## config.mk

```make
export PLATFORM = sky130hd
export DESIGN_NAME = uart_rx_flat
export DESIGN_NICKNAME = d
export VERILOG_FILES = /design/src/rtl/uart_rx_pkg.sv /design/src/rtl/uart_rx_if.sv /design/src/rtl/uart_rx_bit_timer.sv /design/src/rtl/uart_rx.sv /design/src/flat_wrapper.sv
export SDC_FILE = /design/constraint.sdc
export NUM_CORES = 1
export LEC_CHECK = 0
export ABC_AREA = 1
export CORE_UTILIZATION = 55
export CTS_CLUSTER_SIZE = 10
export DETAILED_ROUTE_END_ITERATION = 7
export PLACE_DENSITY = 0.78
export SLEW_MARGIN = 10
export SYNTH_ARGS = -nofsm -noshare
export SYNTH_HDL_FRONTEND = slang
export SYNTH_SLANG_ARGS = --single-unit
```

## constraint.sdc

```tcl
create_clock -name clock -period 2.11 [get_ports clock]
set_input_delay 0.3165 -clock clock [delete_from_list [all_inputs] [get_ports clock]]
set_output_delay 0.3165 -clock clock [all_outputs]
set_load 0.01 [all_outputs]
```

## src/rtl/uart_rx_pkg.sv

```systemverilog
// Shared definitions for the aircraft-side serial receiver and the ATC controller.
// Latency: n/a (types and constants only).
// Backpressure: n/a.
// Contents: receiver state encoding, frame width, request-word field positions.
package bob_uart_pkg;

    localparam int FRAME_BITS = 9;

    // Request word layout, shared with the controller's request decoder.
    localparam int PLANE_ID_MSB = 8;
    localparam int PLANE_ID_LSB = 5;
    localparam int MSG_TYPE_MSB = 4;
    localparam int MSG_TYPE_LSB = 2;
    localparam int ACTION_MSB   = 1;
    localparam int ACTION_LSB   = 0;

    typedef enum logic [2:0] {
        IDLE   = 3'd0,
        START  = 3'd1,
        DATA   = 3'd2,
        PARITY = 3'd3,
        STOP   = 3'd4,
        BREAK  = 3'd5
    } rx_state_t;

endpackage

```

## src/rtl/uart_rx_if.sv

```systemverilog
// Receiver-side bundle: serial line in, deserialised word plus status strobes out.
// Latency: n/a (wires only).
// Backpressure: none; the consumer must take every rx_valid strobe.
// master: the receiver (drives everything except rx_serial); slave: line driver / consumer.
// Optional macro UART_RX_PARITY_EN adds rx_parity_err.
interface uart_rx_if #(
    parameter int DATA_BITS = 9
);
    logic                 rx_serial;
    logic [DATA_BITS-1:0] rx_data;
    logic                 rx_valid;
    logic                 rx_framing_err;
    logic                 rx_busy;
`ifdef UART_RX_PARITY_EN
    logic                 rx_parity_err;

    modport master (input rx_serial,
                    output rx_data, rx_valid, rx_framing_err, rx_busy, rx_parity_err);
    modport slave  (output rx_serial,
                    input rx_data, rx_valid, rx_framing_err, rx_busy, rx_parity_err);
`else
    modport master (input rx_serial,
                    output rx_data, rx_valid, rx_framing_err, rx_busy);
    modport slave  (output rx_serial,
                    input rx_data, rx_valid, rx_framing_err, rx_busy);
`endif
endinterface

```

## src/rtl/uart_rx_bit_timer.sv

```systemverilog
// Loadable down-counter that paces the receiver's mid-bit sampling.
// Latency: done is high in the cycle the count reaches zero; a load takes effect next cycle.
// Backpressure: none.
// Ports: clock, reset_n, load/load_val (from FSM), done (to FSM).
module uart_bit_timer #(
    parameter int DIVISOR = 434,
    localparam int CW     = $clog2(DIVISOR)
) (
    input  logic          clock,
    input  logic          reset_n,
    input  logic          load,
    input  logic [CW-1:0] load_val,
    output logic          done
);
    logic [CW-1:0] cnt;

    always_ff @(posedge clock or negedge reset_n) begin
        if (!reset_n) begin
            cnt <= '0;
        end else if (load) begin
            cnt <= load_val;
        end else if (cnt != '0) begin
            cnt <= cnt - 1'b1;
        end
    end

    assign done = (cnt == '0);

endmodule

```

## src/rtl/uart_rx.sv

```systemverilog
// 9-bit-frame UART receiver feeding the ATC controller's request FIFO.
// Latency: rx_valid 2 + DIVISOR/2 + (DATA_BITS+1)*DIVISOR + 1 cycles after the start edge (+DIVISOR with parity).
// Backpressure: none; every rx_valid strobe must be consumed.
// Ports: clock, reset_n, bus (uart_rx_if.master: rx_serial in; rx_data, rx_valid,
//        rx_framing_err, rx_busy [, rx_parity_err] out). Optional macro UART_RX_PARITY_EN.
module uart_rx
    import bob_uart_pkg::*;
#(
    parameter int DIVISOR   = 434,
    parameter int DATA_BITS = FRAME_BITS
) (
    input  logic     clock,
    input  logic     reset_n,
    uart_rx_if.master bus
);
    localparam int CW = $clog2(DIVISOR);
    localparam int IW = $clog2(DATA_BITS + 1);
    localparam logic [CW-1:0] HALF_LOAD = CW'(DIVISOR / 2 - 1);
    localparam logic [CW-1:0] FULL_LOAD = CW'(DIVISOR - 1);
    localparam logic [IW-1:0] LAST_IDX  = IW'(DATA_BITS - 1);

    rx_state_t            state;
    logic                 sync1;
    logic                 rx_s;
    logic [DATA_BITS-1:0] shreg;
    logic [IW-1:0]        bit_idx;
    logic [DATA_BITS-1:0] data_q;
    logic                 valid_q;
    logic                 ferr_q;
    logic                 tmr_load;
    logic [CW-1:0]        tmr_val;
    logic                 tmr_done;
`ifdef UART_RX_PARITY_EN
    logic                 par_bad;
    logic                 perr_q;
`endif

    // Two-flop synchroniser; resets to the idle (high) line level.
    always_ff @(posedge clock or negedge reset_n) begin
        if (!reset_n) begin
            sync1 <= 1'b1;
            rx_s  <= 1'b1;
        end else begin
            sync1 <= bus.rx_serial;
            rx_s  <= sync1;
        end
    end

    uart_bit_timer #(.DIVISOR(DIVISOR)) u_timer (
        .clock    (clock),
        .reset_n  (reset_n),
        .load     (tmr_load),
        .load_val (tmr_val),
        .done     (tmr_done)
    );

    // Start edge loads half a bit so every later sample lands mid-bit;
    // each subsequent sample reloads a full bit period.
    always_comb begin
        tmr_load = 1'b0;
        tmr_val  = FULL_LOAD;
        case (state)
            IDLE: begin
                if (!rx_s) begin
                    tmr_load = 1'b1;
                    tmr_val  = HALF_LOAD;
                end
            end
            START:   tmr_load = tmr_done && !rx_s;
            DATA:    tmr_load = tmr_done;
            PARITY:  tmr_load = tmr_done;
            default: tmr_load = 1'b0;
        endcase
    end

    always_ff @(posedge clock or negedge reset_n) begin
        if (!reset_n) begin
            state   <= IDLE;
            shreg   <= '0;
            bit_idx <= '0;
            data_q  <= '0;
            valid_q <= 1'b0;
            ferr_q  <= 1'b0;
`ifdef UART_RX_PARITY_EN
            par_bad <= 1'b0;
            perr_q  <= 1'b0;
`endif
        end else begin
            valid_q <= 1'b0;
            ferr_q  <= 1'b0;
`ifdef UART_RX_PARITY_EN
            perr_q  <= 1'b0;
`endif
            case (state)
                IDLE: begin
                    if (!rx_s) state <= START;
                end
                START: begin
                    // A line that is high again at mid-start was a glitch.
                    if (tmr_done) begin
                        if (!rx_s) begin
                            bit_idx <= '0;
                            state   <= DATA;
                        end else begin
                            state <= IDLE;
                        end
                    end
                end
                DATA: begin
                    if (tmr_done) begin
                        shreg[bit_idx] <= rx_s;
                        if (bit_idx == LAST_IDX) begin
`ifdef UART_RX_PARITY_EN
                            state <= PARITY;
`else
                            state <= STOP;
`endif
                        end else begin
                            bit_idx <= bit_idx + IW'(1);
                        end
                    end
                end
`ifdef UART_RX_PARITY_EN
                PARITY: begin
                    if (tmr_done) begin
                        // Even parity: payload ones plus parity bit must be even.
                        par_bad <= (^shreg) ^ rx_s;
                        state   <= STOP;
                    end
                end
`endif
                STOP: begin
                    if (tmr_done) begin
                        if (rx_s) begin
`ifdef UART_RX_PARITY_EN
                            if (par_bad) begin
                                perr_q <= 1'b1;
                            end else begin
                                data_q  <= shreg;
                                valid_q <= 1'b1;
                            end
`else
                            data_q  <= shreg;
                            valid_q <= 1'b1;
`endif
                            state <= IDLE;
                        end else begin
                            ferr_q <= 1'b1;
                            state  <= BREAK;
                        end
                    end
                end
                BREAK: begin
                    // Hold off until the line recovers so a stuck-low line cannot retrigger.
                    if (rx_s) state <= IDLE;
                end
                default: state <= IDLE;
            endcase
        end
    end

    assign bus.rx_data        = data_q;
    assign bus.rx_valid       = valid_q;
    assign bus.rx_framing_err = ferr_q;
    assign bus.rx_busy        = (state != IDLE);
`ifdef UART_RX_PARITY_EN
    assign bus.rx_parity_err  = perr_q;
`endif

endmodule

```

## src/flat_wrapper.sv

```systemverilog
// flat-port wrapper written by rule: the top's interface ports become plain ports
module uart_rx_flat import bob_uart_pkg::*;
#(
    parameter int DIVISOR   = 434,
    parameter int DATA_BITS = FRAME_BITS
)
  (clock, reset_n, bus_rx_serial, bus_rx_data, bus_rx_valid, bus_rx_framing_err, bus_rx_busy);
  uart_rx_if #(.DATA_BITS(DATA_BITS)) bus_i ();
  input  logic clock;
  input  logic reset_n;
  input wire logic [$bits(bus_i.rx_serial)-1:0] bus_rx_serial;
  output wire logic [$bits(bus_i.rx_data)-1:0] bus_rx_data;
  output wire logic [$bits(bus_i.rx_valid)-1:0] bus_rx_valid;
  output wire logic [$bits(bus_i.rx_framing_err)-1:0] bus_rx_framing_err;
  output wire logic [$bits(bus_i.rx_busy)-1:0] bus_rx_busy;
  assign bus_i.rx_serial = bus_rx_serial;
  assign bus_rx_data = bus_i.rx_data;
  assign bus_rx_valid = bus_i.rx_valid;
  assign bus_rx_framing_err = bus_i.rx_framing_err;
  assign bus_rx_busy = bus_i.rx_busy;
  uart_rx #(.DIVISOR(DIVISOR), .DATA_BITS(DATA_BITS)) u_core (.clock(clock), .reset_n(reset_n), .bus(bus_i));
endmodule
```

After elaboration in Yosys (flattened, before gate mapping)
Index checks and enable logic that the tools add are counted.
Widths: inputs -> output; s select.
{"block": "totals", "regBits": 38, "input_bits": 3, "elab_cells": 69}
{"block": "op_classes", "n_addsub": 2, "order_cmp": 2, "eq_ne": 14, "n_mux": 28, "reduce_logical": 14}
{"cell": "$mux 9", "n": 4}
{"cell": "$mux 3", "n": 7}
{"cell": "$mux 4", "n": 4}
{"cell": "$pmux 3 s5", "n": 1}
{"cell": "$ne 2x1->1 const B", "n": 5}
{"cell": "$bwmux 9", "n": 1}
{"cell": "$logic_not 9->1", "n": 1}
{"cell": "$reduce_bool 9->1", "n": 1}
{"cell": "$sub 9x1->9 const B", "n": 1}
{"cell": "$pmux 4 s2", "n": 1}
{"cell": "$mux 1", "n": 7}
{"cell": "$eq 3x2->1 const B", "n": 2}
{"cell": "$eq 3x3->1 const B", "n": 2}
{"cell": "$ne 2x2->1 const B", "n": 3}
{"cell": "$reduce_and 6->1", "n": 1}
{"cell": "$lt 4x5->1 const B", "n": 1}
{"cell": "$reduce_and 5->1", "n": 1}
{"cell": "$add 4x1->4 const B", "n": 1}
{"cell": "$demux 1 s4", "n": 1}
{"cell": "$eq 4x4->1 const B", "n": 1}
{"cell": "$ge 4x1->1 const B", "n": 1}
{"cell": "$reduce_bool 2->1", "n": 2}
{"cell": "$eq 3x1->1 const B", "n": 1}
{"cell": "$logic_not 3->1", "n": 1}
{"cell": "8 further kinds", "n": 9}

Depth between registers and ports, before layout
{"block": "logic_depth", "word_depth": 5, "depth_mapped": 10, "depth_no_buf": 10}

Modules after synthesis
From an unflattened synthesis, not the netlist that was laid out.
{"block": "unflattened", "cells_unflattened": 248, "area_unflattened_um2": 2045.7}
{"mod": "uart_rx", "instances": 1, "cells_each": 158, "area_per_inst_um2": 1437.6, "seq_area_each_um2": 728.2}
{"mod": "uart_bit_timer", "instances": 1, "cells_each": 90, "area_per_inst_um2": 608.1, "seq_area_each_um2": 225.2}

Least setup slack after synthesis
Ideal clock, no wire load.
{"block": "synth_path", "path_kind": "register to register", "from": "reg u_core.u_timer.cnt[0]", "to": "reg u_core.shreg[6]", "arrival_ns": 1.398, "required_ns": 1.993, "setup_slack_ns": 0.594, "stages_incl_launch_ff": 11, "n_path_buf": 1, "synth_period_minus_slack_ns": 1.516, "cell_sequence": "dfrtp_1 -> inv_1 -> ha_1 -> nand2_4 -> nor2_8 -> nand2_4 -> nor2_8 -> buf_8 -> nand3_1 -> nand2_1 -> nand2_1"}
{"block": "synth_via", "elab_chain_len": 2}
{"item": "start: declaration", "line": "uart_rx_bit_timer.sv:15", "rtl": "logic [CW-1:0] cnt;"}
{"item": "start signal: assignment", "line": "uart_rx_bit_timer.sv:21", "rtl": "cnt <= load_val;"}
{"item": "start signal: assignment", "line": "uart_rx_bit_timer.sv:23", "rtl": "cnt <= cnt - 1'b1;"}
{"item": "$logic_not 9->1", "line": "uart_rx_bit_timer.sv:27", "rtl": "assign done = (cnt == '0);"}
{"item": "$reduce_and 2->1 (no line)"}
{"item": "end signal: indexed assignment", "line": "uart_rx.sv:111", "rtl": "shreg[bit_idx] <= rx_s;"}
{"item": "end: declaration", "line": "uart_rx.sv:25", "rtl": "logic [DATA_BITS-1:0] shreg;"}
No other way between the ends.
A chain may end at the register's enable or synchronous reset.

Worst setup path in the final report
{"block": "layout_path", "from": "reg u_core.state[1]", "to": "out bus_rx_busy"}
{"block": "layout_via", "elab_chain_len": 1}
{"item": "start: declaration", "line": "uart_rx.sv:22", "rtl": "rx_state_t state;"}
{"item": "start signal: assignment", "line": "uart_rx.sv:78", "rtl": "state <= IDLE;"}
{"item": "start signal: assignment", "line": "uart_rx.sv:96", "rtl": "if (!rx_s) state <= START;"}
{"item": "start signal: assignment", "line": "uart_rx.sv:103", "rtl": "state <= DATA;"}
{"item": "$reduce_bool 3->1", "line": "uart_rx.sv:165", "rtl": "assign bus.rx_busy = (state != IDLE);"}
{"item": "end: declaration", "line": "flat_wrapper.sv:15", "rtl": "output wire logic [$bits(bus_i.rx_busy)-1:0] bus_rx_busy;"}
No other way between the ends.

==> flow_summary.ini <==
[status]
status = complete, no violations

[global_route]
grt_overflow = 0
antenna_found_initial = 0
grt_pass1_wl_um = 6020
grt_max_degree = 39
grt_pass1_vias = 1350
grt_use_total_pct = 22.0

[clock_network]
h-tree-depth = 2
post_cts_buffers = 0
clockBufferDepth = 2
hold_buffers = 0
cts.reportedPaths.clkPinSlew_ns = 0.12
clockRootBuffer = clkbuf_4
cts_made_buffers = 5
clkLatencyLatePin_ns = 0.35
cts.sinks = 38
cts_tree = built
cts.repair.resized = 0

[placed_design]
port_buffers = 14
routabilityCongestion = 0.842
dp_hpwl_um = 2550
dp_cells = 293

[yosys]
synth_nets = 243
synth-simple-area-share_pct = 36.0
ys_types = 25
synth_compound_area_share_pct = 4.03
synth-adder-area-share_pct = 3.19
syn_area_per_cell_um2 = 8.33
syn_inst = 235
synth-xor-area-share_pct = 2.68
synth_mux_area_share_pct = 0
synth_top_family_by_area = simple AND/OR/NAND/NOR gates
syn_area_um2 = 1960
yosys_warnings = 0
ys_seq_elements = 38
ys_seq_area_share_pct = 48.7

[setup_path]
crit_type = flop to output port
path_cells = nor2_2, nand2_1, clkdlybuf4s50_1
critPathMaxStageDelay_ns = 0.49
path_max_fanout = 6
cp-end-kind = output port
cp-start-kind = flop
crit_required_ns = 1.79
critPathSlowestCell = clkdlybuf4s50_1
arrival_ns = 1.61

[final_layout]
seqCellArea_um2 = 953
nNetsFinal = 262
syn_to_final_growth_pct = 13.1
insertedDiodeCount = 0
layout-drive-gt1-share_pct = 10.2
multi_input_area_um2 = 898
final_cells = 301
nFillCells = 319

[sta]
worstMarginPinSlew_ns = 0.814
max_freq_mhz = 518
period_share_pct = 91.5
period_minus_slack_ns = 1.93
slew_headroom_pct = 45.7
finalSetupViolations = 0
slew_viol_final = 0
rsz0062_at_grt = no
hold_violations = 0
fin_tns_setup_ns = 0
fin_skew_ns = 0.0120

[route]
wirelength_um = 3510
drc_errors = 0
firstDrtPassIters = 5
drt_iter0_markers = 72
ant_nets = 0
vias_per_cell = 5.08
route.vias.total = 1529
post_drt_wl_per_cell_um = 11.6

[job]
maxCapViolations = 0

[floorplan]
ios = 15
row_count = 21
fp.dieW_um = 61.7
die_area_um2 = 3800
initial_utilization_pct = 58.2
die_y_um = 61.7
core-area_um2 = 3360

[hold_path]
hold_class = input port to asynchronous set/reset pin

[power_and_ir_drop]
irDropWorstVdd_v = 0.000333
powerDensity_nw_per_um2 = 566
power.leakage_uw = 0.00116
## cells in the mapped netlist
| library cell | number | share of area (%) |
|---|---|---|
| nand3_1 | 24 | 6.1 |
| dfrtp_1 | 36 | 46 |
| nand4_1 | 8 | 2.6 |
| nor2_2 | 2 | 0.64 |
| a21oi_1 | 5 | 1.3 |
| o21ai_0 | 9 | 2.3 |
| nor3_4 | 1 | 0.83 |
| xor2_1 | 3 | 1.3 |
| nand3_4 | 1 | 0.89 |
| nand2_2 | 3 | 0.96 |
| dfstp_2 | 2 | 2.7 |
| buf_8 | 1 | 0.77 |
| xnor2_1 | 3 | 1.3 |
| nand3b_1 | 1 | 0.38 |
| clkbuf_1 | 1 | 0.19 |
| nor2_1 | 21 | 4.0 |
| nor2_8 | 2 | 2.0 |
| ha_1 | 5 | 3.2 |
| nor3_1 | 1 | 0.26 |
| nand2_1 | 78 | 15 |
| nor2_4 | 1 | 0.58 |
| a21oi_2 | 1 | 0.45 |
| clkinv_2 | 1 | 0.26 |
| nand2_4 | 3 | 1.7 |
| inv_1 | 22 | 4.2 |
## path summary, 6_finish.rpt
kind                                       start                    end  slack [ns]  depth (start not counted)
setup / recovery                 u_core.state[1]            bus_rx_busy        0.18                          3
max in group asynchronous                reset_n  u_core.u_timer.cnt[3]        1.55                          1
min in group clock                 bus_rx_serial           u_core.sync1        0.36                          1
hold reg to reg                     u_core.sync1            u_core.rx_s        0.36                          0
hold / removal                           reset_n  u_core.bus.rx_data[1]        0.04                          1
setup reg to reg           u_core.u_timer.cnt[0]  u_core.bus.rx_data[6]        0.42                          8
## area by class of cell
type / count / area share [%]
sequential: 38 / 43.1
multi-input combinational: 172 / 40.6
timing repair buffer: 14 / 6.10
inverter: 23 / 3.95
tap: 46 / 2.60
clock inverter: 3 / 2.03
clock buffer: 5 / 1.69
## routing by layer
metal	global-route usage (%)	wire, µm	vias to the layer above
met5	0	0	-
met4	9.21	61	0
met3	5.04	121	7
met2	31.8	1560	29
met1	31.9	1760	706
li1	-	-	787
## cell families after synthesis
kind of cell	count (synthesis)
AND/OR/NAND/NOR	146
flip-flops	38
buffers and inverters	25
AO/OA/AOI/OAI	15
XOR/XNOR	6
adder cells (fa/ha/maj)	5
## report_power, final
part           total [µW]  internal, µW  switching, µW
clock                 498           248            250
sequential            735           732           3.43
combinational        19.7          3.47           16.3
total                1250           984            269
## cells in the final DEF (no fill, tap or decap), drive strengths merged
cell,netlist,routed
nand2,84,84
dfrtp,36,36
nor2,26,26
nand3,25,25
inv,22,22
clkdlybuf4s50,0,13
o21ai,9,9
nand4,8,8
a21oi,6,6
ha,5,5
clkbuf,1,5
xor2,3,3
xnor2,3,3
clkinvlp,0,2
dfstp,2,2
nor3,2,2
clkinv,1,1
nand3b,1,1
bufinv,0,1
buf,1,1
## state kept, by name (all words and copies together), names as in the netlist
name and cells:
u_core.sync1 1, u_core.bus.rx_framing_err 1, u_core.shreg 9, u_core.bus.rx_data 9, u_core.state 3, u_core.rx_s 1
u_core.u_timer.cnt 9, u_core.bus.rx_valid 1, u_core.bit_idx 4
## stage by stage
step           setup slack, ns  power [µW]  hold WS (ns)  instance area [µm²]  utilization, %
5_1_grt                  0.102        1290         0.111                 2210            65.8
3_5_place_dp             0.426         770         0.349                 2130            63.4
3_3_place_gp             0.503         769         0.347                 2130            63.4
2_1_floorplan            0.594         752        0.0209                 1960               -
4_1_cts                  0.163        1260        0.0631                 2210            65.8
6_report                 0.179        1250        0.0373                 2210            65.8
## critical path: cells and delay by family, from the launching register on
kind / cells / cell delay [ns]
buffers and inverters: 1 / 0.49
DFF: 1 / 0.48
and+or+nand+nor: 2 / 0.29
(Power assumes the default switching activity.)
